$ cat config.mk
export PLATFORM = sky130hd
export DESIGN_NAME = branch_resolve_unit
export DESIGN_NICKNAME = d
export VERILOG_FILES = /design/src/rtl/branch_resolve_unit.sv
export SDC_FILE = /design/constraint.sdc
export NUM_CORES = 1
export LEC_CHECK = 0
export CORE_ASPECT_RATIO = 1.5
export CORE_MARGIN = 4
export CORE_UTILIZATION = 42
export DETAILED_ROUTE_END_ITERATION = 8
export PLACE_DENSITY_LB_ADDON = 0.12
export SETUP_SLACK_MARGIN = 0.15
export SLEW_MARGIN = 5
export SYNTH_ARGS = -nofsm -noshare
export SYNTH_HDL_FRONTEND = slang
export SYNTH_SLANG_ARGS = --single-unit
$ cat constraint.sdc
create_clock -name clk -period 2.9 [get_ports clk]
set_clock_uncertainty 0.15 [all_clocks]
set_input_delay 0.29 -clock clk [delete_from_list [all_inputs] [get_ports clk]]
set_output_delay 0.29 -clock clk [all_outputs]
set_load 0.01 [all_outputs]
$ cat src/rtl/branch_resolve_unit.sv
// Checks fetch-predicted branches, in program order, against execute outcomes.
// Drives flush/redirect on a mispredict and trains the predictor on every resolve.
module branch_resolve_unit #(
  parameter int XLEN         = 32,
  parameter int DEPTH        = 4,
  parameter int FLUSH_CYCLES = 2,
  parameter int CNT_W        = 16
) (
  input  logic             clk,
  input  logic             rst,
  input  logic             pred_valid,
  input  logic             pred_taken,
  input  logic [XLEN-1:0]  pred_pc,
  input  logic [XLEN-1:0]  pred_target,
  output logic             pred_ready,
  input  logic             res_valid,
  input  logic             res_taken,
  input  logic [XLEN-1:0]  res_target,
  output logic             upd_valid,
  output logic [XLEN-1:0]  upd_pc,
  output logic             upd_taken,
  output logic             flush,
  output logic [XLEN-1:0]  redirect_pc,
  output logic             busy,
  output logic [CNT_W-1:0] branch_cnt,
  output logic [CNT_W-1:0] mispred_cnt
);

  localparam int PW = $clog2(DEPTH);
  localparam int CW = PW + 1;
  localparam int TW = $clog2(FLUSH_CYCLES + 1);

  typedef struct packed {
    logic            taken;
    logic [XLEN-1:0] pc;
    logic [XLEN-1:0] target;
  } entry_t;

  typedef enum logic {IDLE, FLUSH} state_t;

  entry_t          mem [DEPTH];
  logic [PW-1:0]   wr_ptr;
  logic [PW-1:0]   rd_ptr;
  logic [CW-1:0]   count;
  logic [TW-1:0]   timer;
  state_t          state;
  entry_t          head;
  logic            push;
  logic            pop;
  logic            mispred;

  assign head       = mem[rd_ptr];
  assign pred_ready = (state == IDLE) && (count < CW'(DEPTH));
  assign push       = pred_valid & pred_ready;
  assign pop        = (state == IDLE) & res_valid & (count != '0);
  assign mispred    = (res_taken != head.taken)
                    | (res_taken & (res_target != head.target));
  assign busy       = (count != '0) | (state != IDLE);

  // Storage needs no reset; pointers and count define validity.
  always_ff @(posedge clk) begin
    if (push) begin
      mem[wr_ptr] <= '{taken: pred_taken, pc: pred_pc, target: pred_target};
    end
  end

  always_ff @(posedge clk) begin
    if (rst) begin
      wr_ptr      <= '0;
      rd_ptr      <= '0;
      count       <= '0;
      timer       <= '0;
      state       <= IDLE;
      upd_valid   <= 1'b0;
      upd_pc      <= '0;
      upd_taken   <= 1'b0;
      flush       <= 1'b0;
      redirect_pc <= '0;
      branch_cnt  <= '0;
      mispred_cnt <= '0;
    end else begin
      upd_valid <= 1'b0;
      flush     <= 1'b0;
      if (pop) begin
        upd_valid <= 1'b1;
        upd_pc    <= head.pc;
        upd_taken <= res_taken;
        if (branch_cnt != {CNT_W{1'b1}})
          branch_cnt <= branch_cnt + CNT_W'(1);
      end
      case (state)
        IDLE: begin
          if (pop && mispred) begin
            // Any same-cycle push is wrong-path and is dropped.
            flush       <= 1'b1;
            redirect_pc <= res_taken ? res_target
                                     : head.pc + XLEN'(4);
            if (mispred_cnt != {CNT_W{1'b1}})
              mispred_cnt <= mispred_cnt + CNT_W'(1);
            wr_ptr <= '0;
            rd_ptr <= '0;
            count  <= '0;
            state  <= FLUSH;
            timer  <= TW'(FLUSH_CYCLES);
          end else begin
            if (push) wr_ptr <= wr_ptr + PW'(1);
            if (pop)  rd_ptr <= rd_ptr + PW'(1);
            if (push && !pop)
              count <= count + CW'(1);
            else if (pop && !push)
              count <= count - CW'(1);
          end
        end
        FLUSH: begin
          if (timer <= TW'(1)) begin
            timer <= '0;
            state <= IDLE;
          end else begin
            timer <= timer - TW'(1);
          end
        end
        default: state <= IDLE;
      endcase
    end
  end

endmodule

---- Word level (Yosys, flattened, before mapping) ----
Memory sizes are Yosys's and may differ from the RTL's. A register that Yosys moved wholly into a read port is not among the register bits.
Index checks and enable logic that the tools add are counted.
cells by class
  order comparisons ....................... 2
  bitwise operators ....................... 7
  add/subtract/negate cells ............... 8
  multiplexer cells ....................... 19
  reduce and logical (&&, ||, !) cells .... 17
  equality and inequality tests ........... 5
operator list
  operator                                                        number
  adder 16 x 1 -> 16 bit, second input constant                   2
  adder 32 x 3 -> 32 bit, second input constant                   1
  2-to-1 mux 32 bit                                               1
  != test 16 bit, second input constant                           2
  != test 32 bit                                                  1
  2-to-1 mux 2 bit                                                8
  AND reduction 2 bit                                             5
  2-to-1 mux 3 bit                                                3
  nonzero test 3 bit                                              2
  2-to-1 mux 1 bit                                                5
  adder 2 x 1 -> 2 bit, second input constant                     2
  AND 1 bit                                                       4
  logical AND 1 bit                                               4
  one-hot mux 2 bit (2 select lines)                              1
  nonzero test 2 bit                                              2
  adder 3 x 1 -> 3 bit, second input constant                     1
  < comparator 3 bit, second input constant                       1
  AND reduction 3 bit                                             1
  subtractor 3 x 1 -> 3 bit, second input constant                1
  less-or-equal comparator 2 x 1 -> 1 bit, second input constant  1
  zero test 1 bit                                                 2
  != test 2 x 1 -> 1 bit, second input constant                   1
  bitwise OR 1 bit                                                2
  one-hot mux 1 bit (2 select lines)                              1
  other kinds (4)                                                 4
storage, ports and cells
  bits in registers ....................... 109
  word-level logic and storage cells ...... 71
  memory bits (writable) .................. 260
  output and inout port bits .............. 101
  memories kept ........................... 1
memory list
  name  depth  bits a word  rd ports  clocked after memory_dff  wr ports  RTL line  source
  mem   4      65           1         1                         1         41        entry_t mem [DEPTH];

---- Longest topological paths before layout ----
  depth in word-level cells ............... 8
  gate-level depth with buffers ........... 14
  depth with buffers taken out ............ 9

---- Worst setup path after synthesis ----
No wires, ideal clock.
  path kind ............................... reg-to-reg
  from .................................... register count[2]
  to ...................................... memory mem[2][0] in the netlist's numbering (enable)
  stages on the path, launching flop included .. 3
  data required time ...................... 2320 ps
  arrival ................................. 2277 ps
  slack ................................... 43 ps
  setup time .............................. 430 ps
  period minus slack after synthesis ...... 2857 ps
  cell sequence ........................... dfxtp_1 -> nor2_1 -> and3_1
between the ends
  word-level cells in the longest chain between the ends .. 5
ends and longest elaborated chain
  what                                    RTL line  source
  start, declared                         44        logic [CW-1:0] count;
  start signal, assigned                  109       count <= count + CW'(1);
  start signal, assigned                  111       count <= count - CW'(1);
  < comparator 3 bit                      53        assign pred_ready = (state == IDLE) && (count < CW'(DEPTH));
  logical AND 1 bit                       53
  named net pred_ready                    15        output logic pred_ready,
  AND 1 bit                               54        assign push = pred_valid & pred_ready;
  2-to-1 mux 1 bit                        62        if (push) begin
  2-to-1 mux 1 bit (implied by the code)  63        mem[wr_ptr] <= '{taken: pred_taken, pc: pred_pc, target: pred_target};
  end, declared                           41
The timed path passes the listed nets, and every way through them passes these cells.

==> metrics.txt <==
outcome finished, violations left; violated checks setup timing; Worst slew margin 52.0%; initial antenna violation count 3; CP max FO 7; CP Launch Type flop; Worst Path Arrival 3300 ps; post-layout util 56.2%; core region area 35300 um^2; Syn. warnings 0; slowest cell on the critical path mux4_2; Initial Utilization 42.9%; post-DP HPWL 27.8 mm; vias in the first global route 9855; vias post-DR 9611; peak supply drop 0.537 mV; Detailed Route WL 39.4 mm; die height 241 um; power per standard cell area 878 nW/um^2; clock-pin slew on the worst setup and hold paths 60 ps; worst hold path type in2reg; # DRC 0; Net Count, Synth 1160; num ports 203; CTS tree built; Critical path destination mispred_cnt[9]; Layout area overhead 31.1%; pin count of the biggest net entering global routing 70; H-tree Lvls 2; Wirelength per Cell 21.3 um; Tot GR Track Use 19.9%; post-placement cell area 18300 um^2; cell repeated most along the worst path nand4_1; Worst R2R Path Depth 9; Max Clk Rate 330 MHz; Post-Layout Inst Area 19900 um^2; Cells after Synth 1050; Clock Path Buffers 3; Cell Rows 84; RSZ-0062 raised after global routing true; Worst-Margin Slew 720 ps; Netlist cell types 55; MaxCap Viol Count 0; Setup CP Type reg2reg; final RePlAce weighted congestion 0.817; flop2flop setup slack -130 ps; Die X 163 um; CTS Root Cell clkbuf_16; Avg Inst Size Synth 14.4 um^2; first-pass GRT wire length 58.8 mm; worst hold slack 156 ps; sequential element share of the synthesized area 66.2%; PortBufs 202; DRT iter0 DRCs 746; WP data required 3170 ps; leakage power 6.66 nW; DRT Pass-1 Iters 5; CTS Hold Bufs 0; synthesized cell area 15100 um^2; Crit. End Element flop; Crit path depth 9; ys flop type edfxtp_1; drt via density 5.20; total CTS buffers 38; Slew Viols, Final 0; EDFF count, synth 260; Fin. Hold Viols 0; post-layout minimum cycle time 3030 ps; Final Cycle Share 104%; Final ANT Viol Nets 0; Final setup viols 50; Post-synth ARST share 0%; CP max stage delay 530 ps; total global routing overflow 0; Worst Slack Setup Final -130 ps; layout cells sized above 1 18.9%; layout net count 1455; clock sink count 371; CP Cell Sequence buf_12 > mux4_2 > xnor2_2 > nand4_1 > a2111oi_4 > nand4_1 > o21a_4 > nand3_1 > mux2_2; clk_lat worst skew 540 ps; synthesis-stage register bit count 371; cell family with most CP delay multiplexers; Die Footprint 39200 um^2; worst reg2reg endpoint mispred_cnt[9]; critical path buffer and inverter count 1
cell families (layout without fill, tap and decap cells):
family	count (synthesis)	after routing	share of synthesized area, %
buffers and inverters	60	382	2.12
xor gates and xnor gates	78	78	4.51
DFF	371	371	66.2
AOI/OAI and AO/OA	107	107	4.20
other	0	2	0
muxes	111	111	12.2
and+or+nand+nor	315	315	10.0
adders and majority gates	8	8	0.710
Yosys cell counts (all sizes together), types with 2 or more instances:
master	n	area, um^2
or4	2	15.0
a211oi	6	45.0
nand3b	6	45.0
nand4	21	131
o21ai	33	176
nor3b	3	22.5
nand2	122	458
nor2	80	305
mux4	57	1280
nor4	5	61.3
ha	7	87.6
and2	4	25.0
and4	7	61.3
a22oi	2	15.0
or3	6	37.5
o211ai	5	37.5
buf	26	194
clkbuf	24	90.1
o31ai	4	30.0
inv	10	37.5
nand3	24	120
nor3	4	35.0
a2111oi	2	30.0
mux2	10	128
mux2i	44	440
a21oi	46	230
and3	12	75.1
xor2	36	315
nor2b	11	68.8
xnor2	42	368
nand2b	6	40.0
dfxtp	111	2220
edfxtp	260	7810
area by class of cell:
class                   instances  area, um^2
clock buffers                  53        1040
clock inverters                14         140
diodes                          2        5.00
inverters                      10        37.5
multi-input cells             619        4940
fillers                      3003       15500
well taps                     473         592
repair buffers                305        3070
flip-flops and latches        371       10000
worst reg2reg max path, delay by kind of cell (launching register included):
family | cells | cell delay [ps]
multiplexers | 2 | 850
buffers and inverters | 1 | 160
AO/OA/AOI/OAI | 2 | 640
flip-flops | 1 | 410
XOR/XNOR | 1 | 170
AND/OR/NAND/NOR | 3 | 540
placed cells by master (no fill, tap or decap), types with 22 or more instances in the layout:
cell type / n
mux2i_1: 42
nand3_1: 22
o21ai_0: 32
nand2_1: 122
buf_4: 78
xnor2_1: 37
clkbuf_16: 40
edfxtp_1: 260
dfxtp_1: 109
xor2_1: 36
mux4_2: 57
clkdlybuf4s50_1: 200
nor2_1: 72
a21oi_1: 45
worst min-delay path by stage:
stage	startpoint	to	slack, ps	depth (start not counted)
after floorplan	pred_target[0]	mem[0][0]	240	0
after global placement	upd_pc[18]	upd_pc[18]	290	2
after detailed placement	upd_pc[16]	upd_pc[16]	300	2
after CTS	rst	redirect_pc[6]	140	2
after global routing	rst	redirect_pc[4]	190	2
final	rst	redirect_pc[6]	160	2
registers in the layout, indices dropped and copies added (netlist names), named ones only:
signal and count:
mem 260, branch_cnt 16, wr_ptr 2, upd_valid 1, state 1, count 3
mispred_cnt 16, redirect_pc 32, upd_taken 1, upd_pc 32, flush 1, timer 2
rd_ptr 2
per-layer routing:
layer	routed length, um	up-vias	GRT usage, %
li1	-	4499	-
met1	16200	4788	25.7
met2	20400	257	34.8
met3	1870	67	2.87
met4	932	0	6.05
met5	0	-	0
per-stage QoR:
stage | power, mW | cells | setup WS, ps | setup TNS (ps)
floorplan | 10.1 | 1050 | 114 | 0
global placement | 12.4 | 1766 | -202 | -6980
finish | 17.4 | 1847 | -130 | -3060
global route | 18.3 | 1847 | -238 | -9880
CTS | 17.5 | 1840 | -124 | -2880
detailed placement | 12.5 | 1766 | -203 | -7510
power breakdown:
part           switching (mW)  internal, mW
clock                    1.95          2.76
sequential              0.342          6.59
combinational            2.92          2.87
what timing repair did:
| item | in CTS | in global routing |
|---|---|---|
| gates resized for setup | 39 | 7 |
| buffers inserted | 5 | 4 |
| gates cloned | 2 | 1 |
| pin swaps | 4 | 5 |
| endpoints found under the setup margin | 61 | 61 |
Note: power is estimated with default switching activity, not from simulation.
